`src/rtl/lcisc_issue_queue_pkg.sv`:
```
// Shared types for the lcisc issue queue: ALU opcodes and the instruction word.
package lcisc_issue_queue_pkg;

  typedef enum logic [1:0] {
    ADD = 2'd0,
    SUB = 2'd1,
    MUL = 2'd2,
    DIV = 2'd3
  } opcode_e;

  typedef struct packed {
    opcode_e     opcode;
    logic [31:0] a;
    logic [31:0] b;
  } opcode_struct;

  function automatic logic is_div_zero(opcode_struct instr);
    return (instr.opcode == DIV) && (instr.b == 32'd0);
  endfunction

endpackage

```
`src/rtl/lcisc_issue_queue_if.sv`:
```
// Instruction-in and result-out valid/ready streams of the issue queue.
interface lcisc_issue_queue_if #(
  parameter int unsigned TAG_W = 8
);
  import lcisc_issue_queue_pkg::*;

  logic             in_valid;
  logic             in_ready;
  opcode_struct     in_instr;
  logic             res_valid;
  logic             res_ready;
  logic [31:0]      res_data;
  logic [TAG_W-1:0] res_tag;
  logic             res_dz;

  modport master (
    output in_valid, in_instr, res_ready,
    input  in_ready, res_valid, res_data, res_tag, res_dz
  );

  modport slave (
    input  in_valid, in_instr, res_ready,
    output in_ready, res_valid, res_data, res_tag, res_dz
  );

endinterface

```
`src/rtl/lcisc_sync_fifo.sv`:
```
// Single-clock FIFO with wrapping pointers and a separate occupancy counter.
module lcisc_sync_fifo #(
  parameter int unsigned WIDTH = 8,
  parameter int unsigned DEPTH = 4
) (
  input  logic                     clk,
  input  logic                     rst_n,
  input  logic                     clear,
  input  logic                     push,
  input  logic                     pop,
  input  logic [WIDTH-1:0]         wdata,
  output logic [WIDTH-1:0]         rdata,
  output logic                     full,
  output logic                     empty,
  output logic [$clog2(DEPTH):0]   count
);
  localparam int unsigned PtrW = $clog2(DEPTH);
  localparam int unsigned CntW = PtrW + 1;

  logic [WIDTH-1:0] mem [DEPTH];
  logic [PtrW-1:0]  wr_ptr_q, wr_ptr_d;
  logic [PtrW-1:0]  rd_ptr_q, rd_ptr_d;
  logic [CntW-1:0]  count_q, count_d;

  always_comb begin
    wr_ptr_d = wr_ptr_q;
    rd_ptr_d = rd_ptr_q;
    count_d  = count_q;
    if (clear) begin
      wr_ptr_d = '0;
      rd_ptr_d = '0;
      count_d  = '0;
    end else begin
      if (push) wr_ptr_d = wr_ptr_q + PtrW'(1);
      if (pop)  rd_ptr_d = rd_ptr_q + PtrW'(1);
      count_d = count_q + CntW'(push) - CntW'(pop);
    end
  end

  always_ff @(posedge clk or negedge rst_n) begin
    if (!rst_n) begin
      wr_ptr_q <= '0;
      rd_ptr_q <= '0;
      count_q  <= '0;
    end else begin
      wr_ptr_q <= wr_ptr_d;
      rd_ptr_q <= rd_ptr_d;
      count_q  <= count_d;
    end
  end

  always_ff @(posedge clk) begin
    if (push && !clear) mem[wr_ptr_q] <= wdata;
  end

  assign rdata = mem[rd_ptr_q];
  assign full  = (count_q == CntW'(DEPTH));
  assign empty = (count_q == '0);
  assign count = count_q;

endmodule

```
`src/rtl/lcisc_issue_queue.sv`:
```
// Buffers instructions, issues one per cycle to the ALU and returns tagged results in order.
module lcisc_issue_queue
  import lcisc_issue_queue_pkg::*;
#(
  parameter int unsigned DEPTH = 4,
  parameter int unsigned TAG_W = 8
) (
  input  logic                   clk,
  input  logic                   rst_n,
  input  logic                   flush,
  lcisc_issue_queue_if.slave     bus,
  output opcode_struct           alu_instr,
  input  logic [31:0]            alu_c,
  output logic [$clog2(DEPTH):0] fifo_count
);
  localparam int unsigned CntW = $clog2(DEPTH) + 1;

  typedef struct packed {
    opcode_struct     instr;
    logic [TAG_W-1:0] tag;
  } issue_entry_t;

  issue_entry_t    wentry, head;
  logic            push, pop, full, empty, capture_now;
  logic [CntW-1:0] count_next;

  logic             in_ready_q, in_ready_d;
  logic [TAG_W-1:0] tag_ctr_q, tag_ctr_d;
  logic [TAG_W-1:0] issue_tag_q, issue_tag_d;
  logic             inflight_q, inflight_d;
  opcode_struct     alu_instr_q, alu_instr_d;
  logic             res_valid_q, res_valid_d;
  logic [31:0]      res_data_q, res_data_d;
  logic [TAG_W-1:0] res_tag_q, res_tag_d;
  logic             res_dz_q, res_dz_d;

  assign wentry = '{instr: bus.in_instr, tag: tag_ctr_q};

  lcisc_sync_fifo #(
    .WIDTH ($bits(issue_entry_t)),
    .DEPTH (DEPTH)
  ) u_fifo (
    .clk   (clk),
    .rst_n (rst_n),
    .clear (flush),
    .push  (push),
    .pop   (pop),
    .wdata (wentry),
    .rdata (head),
    .full  (full),
    .empty (empty),
    .count (fifo_count)
  );

  always_comb begin
    push        = bus.in_valid && in_ready_q && !flush;
    capture_now = inflight_q && (!res_valid_q || bus.res_ready);
    pop         = !empty && (!inflight_q || capture_now) && !flush;
    count_next  = flush ? '0 : fifo_count + CntW'(push) - CntW'(pop);
    // Registered ready looks at next-cycle occupancy so a full FIFO is never pushed.
    in_ready_d  = !flush && (count_next != CntW'(DEPTH));

    tag_ctr_d   = push ? tag_ctr_q + TAG_W'(1) : tag_ctr_q;
    alu_instr_d = pop ? head.instr : alu_instr_q;
    issue_tag_d = pop ? head.tag : issue_tag_q;

    inflight_d = inflight_q;
    if (flush)            inflight_d = 1'b0;
    else if (pop)         inflight_d = 1'b1;
    else if (capture_now) inflight_d = 1'b0;

    res_valid_d = res_valid_q;
    res_data_d  = res_data_q;
    res_tag_d   = res_tag_q;
    res_dz_d    = res_dz_q;
    if (flush) begin
      res_valid_d = 1'b0;
    end else if (capture_now) begin
      res_valid_d = 1'b1;
      res_dz_d    = is_div_zero(alu_instr_q);
      res_data_d  = res_dz_d ? 32'd0 : alu_c;
      res_tag_d   = issue_tag_q;
    end else if (bus.res_ready) begin
      res_valid_d = 1'b0;
    end
  end

  always_ff @(posedge clk or negedge rst_n) begin
    if (!rst_n) begin
      in_ready_q  <= 1'b0;
      tag_ctr_q   <= '0;
      issue_tag_q <= '0;
      inflight_q  <= 1'b0;
      alu_instr_q <= '0;
      res_valid_q <= 1'b0;
      res_data_q  <= '0;
      res_tag_q   <= '0;
      res_dz_q    <= 1'b0;
    end else begin
      in_ready_q  <= in_ready_d;
      tag_ctr_q   <= tag_ctr_d;
      issue_tag_q <= issue_tag_d;
      inflight_q  <= inflight_d;
      alu_instr_q <= alu_instr_d;
      res_valid_q <= res_valid_d;
      res_data_q  <= res_data_d;
      res_tag_q   <= res_tag_d;
      res_dz_q    <= res_dz_d;
    end
  end

  assign bus.in_ready  = in_ready_q;
  assign bus.res_valid = res_valid_q;
  assign bus.res_data  = res_data_q;
  assign bus.res_tag   = res_tag_q;
  assign bus.res_dz    = res_dz_q;
  assign alu_instr     = alu_instr_q;

endmodule
```
`src/flat_wrapper.sv`:
```
// flat-port wrapper written by rule: the top's interface ports become plain ports
module lcisc_issue_queue_flat import lcisc_issue_queue_pkg::*;
#(
  parameter int unsigned DEPTH = 4,
  parameter int unsigned TAG_W = 8
)
  (clk, rst_n, flush, alu_instr, alu_c, fifo_count, bus_in_valid, bus_in_instr, bus_res_ready, bus_in_ready, bus_res_valid, bus_res_data, bus_res_tag, bus_res_dz);
  lcisc_issue_queue_if #(.TAG_W(TAG_W)) bus_i ();
  input  logic clk;
  input  logic rst_n;
  input  logic flush;
  output opcode_struct alu_instr;
  input  logic [31:0] alu_c;
  output logic [$clog2(DEPTH):0] fifo_count;
  input wire logic [$bits(bus_i.in_valid)-1:0] bus_in_valid;
  input wire logic [$bits(bus_i.in_instr)-1:0] bus_in_instr;
  input wire logic [$bits(bus_i.res_ready)-1:0] bus_res_ready;
  output wire logic [$bits(bus_i.in_ready)-1:0] bus_in_ready;
  output wire logic [$bits(bus_i.res_valid)-1:0] bus_res_valid;
  output wire logic [$bits(bus_i.res_data)-1:0] bus_res_data;
  output wire logic [$bits(bus_i.res_tag)-1:0] bus_res_tag;
  output wire logic [$bits(bus_i.res_dz)-1:0] bus_res_dz;
  assign bus_i.in_valid = bus_in_valid;
  assign bus_i.in_instr = bus_in_instr;
  assign bus_i.res_ready = bus_res_ready;
  assign bus_in_ready = bus_i.in_ready;
  assign bus_res_valid = bus_i.res_valid;
  assign bus_res_data = bus_i.res_data;
  assign bus_res_tag = bus_i.res_tag;
  assign bus_res_dz = bus_i.res_dz;
  lcisc_issue_queue #(.DEPTH(DEPTH), .TAG_W(TAG_W)) u_core (.clk(clk), .rst_n(rst_n), .flush(flush), .bus(bus_i), .alu_instr(alu_instr), .alu_c(alu_c), .fifo_count(fifo_count));
endmodule
```
`config.mk`:
```
export PLATFORM = sky130hd
export DESIGN_NAME = lcisc_issue_queue_flat
export DESIGN_NICKNAME = d
export VERILOG_FILES = /design/src/rtl/lcisc_issue_queue_pkg.sv /design/src/rtl/lcisc_issue_queue_if.sv /design/src/rtl/lcisc_sync_fifo.sv /design/src/rtl/lcisc_issue_queue.sv /design/src/flat_wrapper.sv
export SDC_FILE = /design/constraint.sdc
export NUM_CORES = 1
export LEC_CHECK = 0
export CORE_UTILIZATION = 40
export CTS_BUF_LIST = sky130_fd_sc_hd__clkbuf_16
export DETAILED_ROUTE_END_ITERATION = 16
export DONT_BUFFER_PORTS = 1
export PLACE_DENSITY = 0.62
export SYNTH_ARGS = -nofsm -noshare
export SYNTH_HDL_FRONTEND = slang
export SYNTH_SLANG_ARGS = --single-unit
```
`constraint.sdc`:
```
create_clock -name clk -period 8.8 [get_ports clk]
set_clock_uncertainty 0.2 [all_clocks]
set_input_delay 1.32 -clock clk [delete_from_list [all_inputs] [get_ports clk]]
set_output_delay 1.32 -clock clk [all_outputs]
set_load 0.01 [all_outputs]
```
==> results of run 1 <==
metal layers:
metal	routed length [microns]	share of wire, %	global-route usage, %	vias to the layer above
met4	646	2.1	5.40	0
met5	0	0	0	-
met3	2450	7.9	5.16	44
met2	15400	50	26.0	215
met1	12500	40	18.3	3597
li1	-	-	-	3039
cells by family (layout without fill, tap and decap cells):
family | count (synthesis) | after routing | synth area share (%)
buf+inv | 41 | 100 | 1.85
compound gates | 5 | 5 | 0.169
xor+xnor | 12 | 12 | 0.646
simple gates | 76 | 76 | 2.44
flops | 429 | 429 | 75.1
mux | 189 | 189 | 19.1
fa+ha+maj | 8 | 8 | 0.662
final cells by class:
cell class | count | area share, %
Tap cell | 525 | 3.63
Timing Repair Buffer | 10 | 0.415
Clock inverter | 38 | 1.28
Clock buffer | 45 | 6.22
Multi-Input combinational cell | 290 | 20.8
Sequential cell | 429 | 67.5
Inverter | 7 | 0.145
through the flow:
step | util, % | hold slack (ps) | power [mW] | instances
detailed placement | 41.9 | 314 | 4.16 | 1261
CTS | 45.3 | 205 | 5.93 | 1344
global placement | 41.9 | 303 | 4.13 | 1261
finish | 45.3 | 246 | 5.82 | 1344
global route | 45.3 | 214 | 6.11 | 1344
floorplan | - | 278 | 3.87 | 760
state kept, by name, summed over array words and instances (netlist names):
name                    count
u_core.bus.res_dz           1
u_core.bus.res_data        32
u_core.u_fifo.mem         296
u_core.bus.res_tag          8
u_core.tag_ctr_q            8
u_core.u_fifo.wr_ptr_q      2
u_core.issue_tag_q          8
u_core.alu_instr           66
u_core.bus.in_ready         1
u_core.bus.res_valid        1
u_core.inflight_q           1
u_core.u_fifo.rd_ptr_q      2
u_core.u_fifo.count         3
worst min path at each step:
stage,start,to,slack (ps),depth (start not counted)
final,rst_n,u_core.bus.res_data[11],250,0
after global routing,rst_n,u_core.alu_instr[58],210,0
after CTS,rst_n,u_core.bus.res_data[7],210,0
after detailed placement,u_core.issue_tag_q[7],u_core.issue_tag_q[7],310,1
after global placement,u_core.issue_tag_q[0],u_core.issue_tag_q[0],300,1
after floorplan,u_core.issue_tag_q[0],u_core.issue_tag_q[0],280,1
cells in the final DEF (no fill, tap or decap), drive strengths merged:
cell type    n
clkinv      15
nand2b       1
clkinvlp     1
and2         4
nand3b       2
nand4b       1
nand2        6
clkbuf      45
buf         10
a21o         1
mux4        74
edfxtp     296
nor4bb       1
nor2b        2
nor2        39
xnor2        7
nor3         1
fa           1
mux2i       32
xor2         5
dfrtp      133
a21oi        4
bufinv       2
nand3        5
mux2        83
and4         2
nor4         8
and3b        1
or3          1
inv         27
and3         1
ha           7
nand4        1
synth_stat cells, types with 7 or more instances:
cell type    n  area share, %
mux2_4      49            4.5
buf_2       11           0.34
mux2i_1     32            2.0
edfxtp_1   296             55
dfrtp_1    133             20
mux4_2      74             10
xnor2_1      7           0.38
nor2_1      38           0.88
inv_1        7           0.16
mux2_2      34            2.4
nor4_1       7           0.27
ha_1         7           0.54
power by group:
group | switching, mW | internal [mW] | leakage, nW | total, mW
Clock | 0.762 | 0.989 | 0.725 | 1.75
Sequential | 0.470 | 2.52 | 4.26 | 2.99
Combinational | 0.417 | 0.655 | 1.57 | 1.07
worst register-to-register path, delay by kind of cell, from the launching register on:
kind	cells	cell delay, ps
buf+inv	1	860
flops	1	850
mux	2	960
==> impl_metrics.csv, run 1 <==
group,metric,value,unit
floorplanning,row_count,73,
global_route,antenna_found_initial,0,
sta,max_freq,317,MHz
clocking,cts_tree,"done",
placement,place.gp.congestion,0.696,
finish,diodes,0,
floorplanning,die_h,204,microns
synth,ys.warnings.count,0,
finish,area_growth_syn_to_layout,11.3,%
run,drv_cap,0,
critical_path,r2r_cells,3,
floorplanning,fp.dieW,204,microns
finish,finalNetCount,894,
critical_path,worstSetupPathType,"input pin to register",
sta,hold_violations,0,
synth,syn_avg_cell_area,21.4,sq um
finish,seq_area,12200,sq um
critical_path,crit_path_cell_trace,"nand3b_1, nand2_2, nor2_4, buf_4, buf_4, mux2_2",
critical_path,cpMaxStageDelayCell,"buf_4",
synth,ys_seq_elements,429,
global_route,overflow,0,
finish,multi_input_area,3760,sq um
routing,vias,6895,
placement,dpl_cell_area,16700,sq um
critical_path,setup.worst_path.end,"u_core.alu_instr[22]",
synth,syn-num-nets,871,
placement,numPortBuffers,0,
routing,wl,31000,microns
routing,ant_nets,0,
critical_path,worst-r2r-setup-slack,5820,ps
synth,ys_types,40,
synth,synthCells,760,
critical_path,slowest_delay,760,ps
critical_path,start_kind,"input pin",
finish,fill_cells,3402,
pwr,powerDensity,321,nW/um^2
floorplanning,floorplan.initialDensity,40.7,%
clocking,clk_latency,570,ps
critical_path,cp-end-kind,"register",
global_route,grt_max_degree,134,
pwr,vdd_ir_drop_max,181,uV
routing,firstDrtPassIters,6,
sta,tns,0,ps
clocking,cts-htree-levels,2,
critical_path,cp_num_buf_inv,2,
clocking,post_cts_resized,0,
routing,wl_per_cell,23.1,microns
floorplanning,core,39900,sq um
sta,worst_slew_pin_slew,979,ps
clocking,postCtsSetupBuffers,0,
synth,synth_ff_type,"edfxtp_1",
synth,syn-cell-area,16300,sq um
critical_path,worstReg2RegStart,"u_core.u_fifo.rd_ptr_q[0]",
sta,layout_setup_ws,5640,ps
run_status,outcome,"finished, final reports clean",
min_path,hp-class,"input pin to async pin",
critical_path,worstPathMaxFanout,45,
critical_path,critPathTopFamily,"buffers and inverters",
routing,drc,0,
clocking,cts.clk_slew.worst_paths,60,ps
clocking,postCtsHoldBufs,0,
pwr,p_leak,6.56,nW
critical_path,crit_top_cell,"buf_4",
critical_path,crit_start,"bus_res_ready",
sta,setup_violations,0,
global_route,grt_usage,15.4,%
critical_path,critPathRequiredTime,9050,ps
clocking,cts_inserted_buffers,45,
synth,synth-edff-count,296,
sta,rsz0062_at_grt,"no",
critical_path,rr_endpoint,"u_core.alu_instr[44]",
placement,hpwl,18100,microns
clocking,cts.sink_count,429,
synth,ys_seq_area_share,75.1,%
synth,async_flop_share,31.0,%
placement,dp_slack,5000,ps
global_route,grt_pass1_vias,7335,
floorplanning,design.die.area,41500,sq um
clocking,cts.root.buffer_cell,"clkbuf_16",
finish,finalInstanceArea,18100,sq um
clocking,clk_path_buf_depth,3,
floorplanning,pin_count,215,
sta,post-route-period-util,35.9,%
routing,drt-initial-drc-count,373,
routing,drt-vias-per-instance,5.13,
sta,min_period,3160,ps
sta,slew_headroom,34.7,%
sta,maxSlewViolCount,0,
critical_path,cp.arrival,3410,ps
global_route,grt_pass1_wl,46700,microns
finish,drive_gt1_share,28.7,%
critical_path,path_depth,6,
(Power assumes the default switching activity.)
==> run 2: changes to the inputs <==
--- a/config.mk
+++ b/config.mk
@@ -5,6 +5,7 @@
 export SDC_FILE = /design/constraint.sdc
 export NUM_CORES = 1
 export LEC_CHECK = 0
+export ABC_AREA = 1
 export CORE_UTILIZATION = 40
 export CTS_BUF_LIST = sky130_fd_sc_hd__clkbuf_16
 export DETAILED_ROUTE_END_ITERATION = 16
==> constraint.sdc (replaced) <==
create_clock -name clk -period 3.2 [get_ports clk]
set_clock_uncertainty 0.2 [all_clocks]
set_input_delay 0.48 -clock clk [delete_from_list [all_inputs] [get_ports clk]]
set_output_delay 0.48 -clock clk [all_outputs]
set_load 0.01 [all_outputs]
==> run 2 against run 1 <==
The flow now finishes with violations (hold timing); routed wire length grew 22%; design area rose by 7.6%; worst setup slack lost 5100 ps; clock-buffer cell count increased by 2; largest power group unchanged; non-clock buffer count up 115.
==> impl_metrics.csv, run 2 <==
group,metric,value,unit
synth,ys_seq_area_share,73.8,%
finish,final_common_cell,"nand2_1",
floorplanning,row_count,74,
synth,syn-cell-area,16600,sq um
run_status,outcome,"finished with violations",
critical_path,cp-end-kind,"register",
sta,slew_headroom,43.4,%
global_route,antenna_found_initial,2,
placement,placed_cells,1884,
routing,ant_nets,0,
pwr,comb_power_share,22.2,%
global_route,grt_usage,18.0,%
pwr,power.sequential.fraction,48.3,%
pwr,clkPwrFrac,29.5,%
clocking,post_cts_resized,0,
sta,maxSlewViolCount,0,
critical_path,critPathRequiredTime,3480,ps
critical_path,worstSetupPathType,"input pin to register",
pwr,p_int,10.8,mW
placement,hpwl,21100,microns
synth,synth_area_leader_cell,"edfxtp_1",
pwr,p_leak,7.70,nW
critical_path,start_kind,"input pin",
routing,firstDrtPassIters,5,
synth,ys_seq_elements,429,
finish,fin_util,47.7,%
synth,synth-edff-count,296,
finish,layout_common_cells,"336 x nand2_1, 296 x edfxtp_1, 210 x nor2_1, 131 x dfrtp_1",
synth,synth_ff_type,"edfxtp_1",
floorplanning,pin_count,215,
placement,dpl_cell_area,17100,sq um
sta,post-route-period-util,82.8,%
clocking,cts.sink_count,429,
critical_path,rr_endpoint,"u_core.bus.in_ready",
synth,ys_types,27,
routing,vias,10500,
run,drv_cap,0,
global_route,grt_pass1_wl,58000,microns
global_route,grt_pass1_vias,10500,
pwr,vdd_ir_drop_max,569,uV
sta,hold_violations,133,
floorplanning,design.die.area,42200,sq um
clocking,postCtsSetupBuffers,0,
sta,min_period,2650,ps
synth,synthTopCellsByCount,"336 x nand2_1, 296 x edfxtp_1, 214 x nor2_1",
synth,synth_top_area_share,53.7,%
critical_path,cp.arrival,2930,ps
floorplanning,core,40800,sq um
finish,largest_reg_flops,296,
synth,synthCells,1404,
clocking,cts_inserted_buffers,45,
clocking,clk_path_buf_depth,3,
placement,numPortBuffers,0,
global_route,overflow,0,
finish,regMostFlops,"u_core.u_fifo.mem",
sta,worst_slew_pin_slew,849,ps
run_status,violations,"hold timing",
finish,drive_gt1_share,6.64,%
clocking,cts_tree,"done",
floorplanning,die_h,205,microns
finish,finalNonFillerCells,2072,
sta,hold_ws,-581,ps
synth,async_flop_share,31.0,%
critical_path,worst-r2r-setup-slack,620,ps
synth,ys.warnings.count,0,
routing,drt-initial-drc-count,657,
sta,max_freq,377,MHz
floorplanning,fp.dieW,205,microns
clocking,cts.clk_slew.worst_paths,60,ps
finish,finalNetCount,1612,
pwr,swShare,34.0,%
critical_path,worstReg2RegStart,"u_core.bus.res_valid",
critical_path,r2r_cells,13,
clocking,postCtsHoldBufs,102,
critical_path,worstPathMaxFanout,10,
routing,drc,0,
sta,rsz0062_at_grt,"no",
synth,synth_area_leaders,"edfxtp_1 54%, dfrtp_1 20%, nand2_1 7.6%",
synth,syn-num-nets,1515,
floorplanning,floorplan.initialDensity,40.5,%
finish,area_growth_syn_to_layout,17.6,%
clocking,cts.root.buffer_cell,"clkbuf_16",
sta,setup_violations,0,
routing,wl_per_cell,18.3,microns
clocking,cts-htree-levels,2,
placement,place.gp.congestion,0.756,
routing,drt-vias-per-instance,5.04,
pwr,switchingPower,5.58,mW
synth,synth_most_common_cell,"nand2_1",
routing,wl,37900,microns
clocking,clk_latency,570,ps
pwr,p_total,16.4,mW
min_path,hp-class,"input pin to async pin",
pwr,powerDensity,842,nW/um^2
synth,syn_avg_cell_area,11.8,sq um
finish,finalInstanceArea,19500,sq um
global_route,grt_max_degree,134,
-- run 2: cell count changes after synthesis, moves of 57 or more --
cell     previous run  this run
inv_1               7        64
mux4_2             74         0
nand2_1             5       336
nor2_1             38       214
o21ai_0             0       102
o21ai_1             0        70
o22ai_1             0        74
-- run 2: power groups by stage --
stage	clock network (mW)	logic [mW]	registers [mW]
after floorplan	0	2.74	7.74
after global placement	0	3.44	8.02
after detailed placement	0	3.53	8.03
after CTS	4.95	3.69	7.93
after global routing	5.15	4.19	8.04
final	4.83	3.65	7.92
-- run 2: area by class of cell --
cell class	count	area (sq um)
Clock buffer	47	1180
Fill cell	3564	21400
Antenna cell	3	7.51
Inverter	69	263
Tap cell	532	666
Multi-Input combinational cell	831	3720
Timing Repair Buffer	125	1220
Clock inverter	36	198
Sequential cell	429	12200
-- run 2: routing by layer --
| metal | vias to the layer above | GRT usage, % | wire [microns] |
|---|---|---|---|
| li1 | 4983 | - | - |
| met1 | 5156 | 22.2 | 16400 |
| met2 | 261 | 31.0 | 18500 |
| met3 | 50 | 4.36 | 2350 |
| met4 | 0 | 5.53 | 680 |
| met5 | - | 0 | 0 |
-- run 2: metrics by stage --
stage | setup TNS (ps) | worst slack [ps] | hold slack [ps]
floorplan | -73320 | -248 | -15.6
global placement | 0 | 663 | -13.0
detailed placement | 0 | 626 | -12.9
CTS | 0 | 605 | -620
global route | 0 | 395 | -614
finish | 0 | 550 | -581
-- run 2: worst max-delay path, stage by stage --
cell and delay (ps):
dlygate4sd3_1 650, clkinv_2 130, nand3_4 190, ha_1 350, inv_1 40, ha_1 180, fa_1 500, inv_1 50
nor2_1 140, nor2_1 70, a21oi_1 140
-- run 2: cell families after synthesis --
family | after synthesis | share of synthesized area, %
AO/OA/AOI/OAI | 251 | 8.15
XOR/XNOR | 5 | 0.264
AND/OR/NAND/NOR | 567 | 13.2
buffers and inverters | 144 | 3.94
flip-flops | 429 | 73.8
adder cells (fa/ha/maj) | 8 | 0.650
-- run 2: worst max-delay path by stage --
stage / from / endpoint / slack (ps) / cells after the start
final: flush / u_core.bus.in_ready / 550 / 11
after global routing: u_core.bus.res_valid / u_core.bus.in_ready / 390 / 13
after CTS: flush / u_core.bus.in_ready / 600 / 11
after detailed placement: bus_res_ready / u_core.bus.in_ready / 630 / 12
after global placement: bus_res_ready / u_core.bus.in_ready / 660 / 12
after floorplan: flush / u_core.u_fifo.mem[0][0] / -250 / 4
==> run 3: changes to the inputs <==
--- a/config.mk
+++ b/config.mk
@@ -10,7 +10,7 @@
 export CTS_BUF_LIST = sky130_fd_sc_hd__clkbuf_16
 export DETAILED_ROUTE_END_ITERATION = 16
 export DONT_BUFFER_PORTS = 1
-export PLACE_DENSITY = 0.62
+export PLACE_DENSITY = 0.64
 export SYNTH_ARGS = -nofsm -noshare
 export SYNTH_HDL_FRONTEND = slang
 export SYNTH_SLANG_ARGS = --single-unit
==> constraint.sdc (replaced) <==
create_clock -name clk -period 2.3 [get_ports clk]
set_clock_uncertainty 0.2 [all_clocks]
set_input_delay 0.345 -clock clk [delete_from_list [all_inputs] [get_ports clk]]
set_output_delay 0.345 -clock clk [all_outputs]
set_load 0.01 [all_outputs]
==> run 3 against run 2 <==
The flow still finishes with violations (hold timing); worst setup slack worse by 540 ps; global-route usage is 0.27 points lower; first-iteration DRC count is 3.8% lower; critical endpoint unchanged.
==> impl_metrics.csv, run 3 (same netlist as run 2, synthesis figures left out) <==
group,metric,value,unit
placement,hpwl,21100,microns
critical_path,rr_endpoint,"u_core.bus.in_ready",
critical_path,start_kind,"register",
floorplanning,design.die.area,42200,sq um
pwr,vdd_ir_drop_max,622,uV
floorplanning,fp.dieW,205,microns
global_route,grt_max_degree,134,
critical_path,setup.worst_path.end,"u_core.bus.in_ready",
routing,drt-vias-per-instance,5.06,
placement,placed_cells,1893,
placement,place.gp.congestion,0.762,
placement,dpl_cell_area,17300,sq um
sta,rsz0062_at_grt,"yes",
routing,wl_per_cell,18.0,microns
clocking,clk_path_buf_depth,3,
clocking,cts-htree-levels,2,
critical_path,critPathRequiredTime,2570,ps
sta,setup_violations,0,
global_route,antenna_found_initial,5,
pwr,p_leak,7.80,nW
sta,tns,0,ps
critical_path,cpMaxStageDelayCell,"fa_1",
finish,finalNetCount,1625,
floorplanning,die_h,205,microns
clocking,postCtsHoldBufs,106,
clocking,cts.clk_slew.worst_paths,60,ps
run_status,violations,"hold timing",
sta,min_period,2290,ps
sta,worst_slew_pin_slew,717,ps
global_route,grt_pass1_wl,57400,microns
clocking,postCtsSetupBuffers,0,
global_route,overflow,0,
run_status,outcome,"finished with violations",
clocking,cts_tree,"done",
critical_path,crit_start,"u_core.u_fifo.count[0]",
sta,max_freq,437,MHz
critical_path,cp-end-kind,"register",
finish,finalNonFillerCells,2083,
floorplanning,row_count,74,
finish,layout_common_cells,"333 x nand2_1, 296 x edfxtp_1, 208 x nor2_1, 131 x dfrtp_1, 106 x dlygate4sd3_1",
placement,numPortBuffers,0,
global_route,grt_pass1_vias,10500,
routing,drc,0,
finish,final_common_cell,"nand2_1",
clocking,clk_latency,560,ps
sta,slew_headroom,52.2,%
critical_path,slowest_delay,500,ps
critical_path,worstPathMaxFanout,2,
global_route,grt_usage,17.7,%
critical_path,worstReg2RegStart,"u_core.u_fifo.count[0]",
run,drv_cap,0,
sta,hold_violations,133,
sta,hold_ws,-721,ps
critical_path,r2r_cells,12,
critical_path,crit_path_cell_trace,"nor2_2, nand2_2, nand2_2, nor2_4, ha_4, inv_2, ha_4, fa_1, inv_1, nor2_2, nor2_1, a21oi_1",
finish,regMostFlops,"u_core.u_fifo.mem",
finish,drive_gt1_share,8.13,%
sta,post-route-period-util,99.4,%
critical_path,cp.arrival,2550,ps
routing,drt-initial-drc-count,632,
clocking,cts.sink_count,429,
min_path,hp-class,"input pin to async pin",
floorplanning,pin_count,215,
finish,area_growth_syn_to_layout,19.6,%
sta,maxSlewViolCount,0,
critical_path,worst-r2r-setup-slack,10,ps
routing,firstDrtPassIters,5,
finish,finalInstanceArea,19800,sq um
routing,vias,10600,
critical_path,worstSetupPathType,"register to register",
clocking,cts_inserted_buffers,45,
clocking,cts.root.buffer_cell,"clkbuf_16",
routing,ant_nets,0,
floorplanning,core,40800,sq um
pwr,powerDensity,1170,nW/um^2
finish,largest_reg_flops,296,
routing,wl,37500,microns
floorplanning,floorplan.initialDensity,40.5,%
## run 3: cell count changes in the layout (fill, tap and decap cells not counted), sizes merged
cell	change
dlygate4sd3	+4
inv	-5
buf	+9
clkbuf	-1
bufinv	+1
clkinv	+4
clkinvlp	+1
diode	-2
## run 3: worst max-delay path: cells and delay by family, from the launching register on
kind	cells	cell delay [ps]
DFF	1	390
AOI/OAI and AO/OA	1	140
and+or+nand+nor	6	500
buffers and inverters	2	90
adders and majority gates	3	900
## run 3: worst min path at each step
stage               start                      end  slack (ps)  cells after the start
floorplan           rst_n      u_core.alu_instr[0]        -150                      0
global placement    rst_n  u_core.bus.res_data[29]        -150                      0
detailed placement  rst_n  u_core.bus.res_data[29]        -150                      0
CTS                 rst_n     u_core.alu_instr[47]        -760                      0
global route        rst_n  u_core.bus.res_data[25]        -750                      0
finish              rst_n  u_core.bus.res_data[25]        -720                      0
## run 3: stage by stage
stage          setup slack (ps)  util [%]  hold WS, ps  power, mW
2_1_floorplan              -170         -         -151       14.6
3_3_place_gp               2.31      42.4         -148       16.1
3_5_place_dp              -15.4      42.4         -148       16.3
4_1_cts                   0.263      48.4         -763       23.4
5_1_grt                    -104      48.5         -752       24.6
6_report                   14.1      48.5         -721       23.2
## run 3: timing repair
item | in CTS | in global routing
endpoints found under the hold margin | 442 | 133
pin swaps | 0 | 10
setup endpoints to repair | 2 | 43
resized for setup | 3 | 4
## run 3: per-layer routing
metal / vias to the layer above / global-route usage (%) / routed length (microns)
li1: 5016 / - / -
met1: 5145 / 21.7 / 15900
met2: 321 / 30.4 / 18100
met3: 62 / 4.50 / 2690
met4: 6 / 5.87 / 841
met5: - / 0 / 36
## run 3: power by group
group	switching, mW	total, mW	internal, mW
clock	2.96	6.85	3.89
combinational	3.48	5.36	1.89
sequential	1.41	11.0	9.55
total	7.85	23.2	15.3
## run 3: area by class of cell
class | instances | area [sq um]
clock buffers | 46 | 1150
inverters | 69 | 274
fillers | 3549 | 21000
clock inverters | 37 | 258
well taps | 532 | 666
flip-flops and latches | 429 | 12200
repair buffers | 138 | 1480
multi-input cells | 831 | 3750
diodes | 1 | 2.50
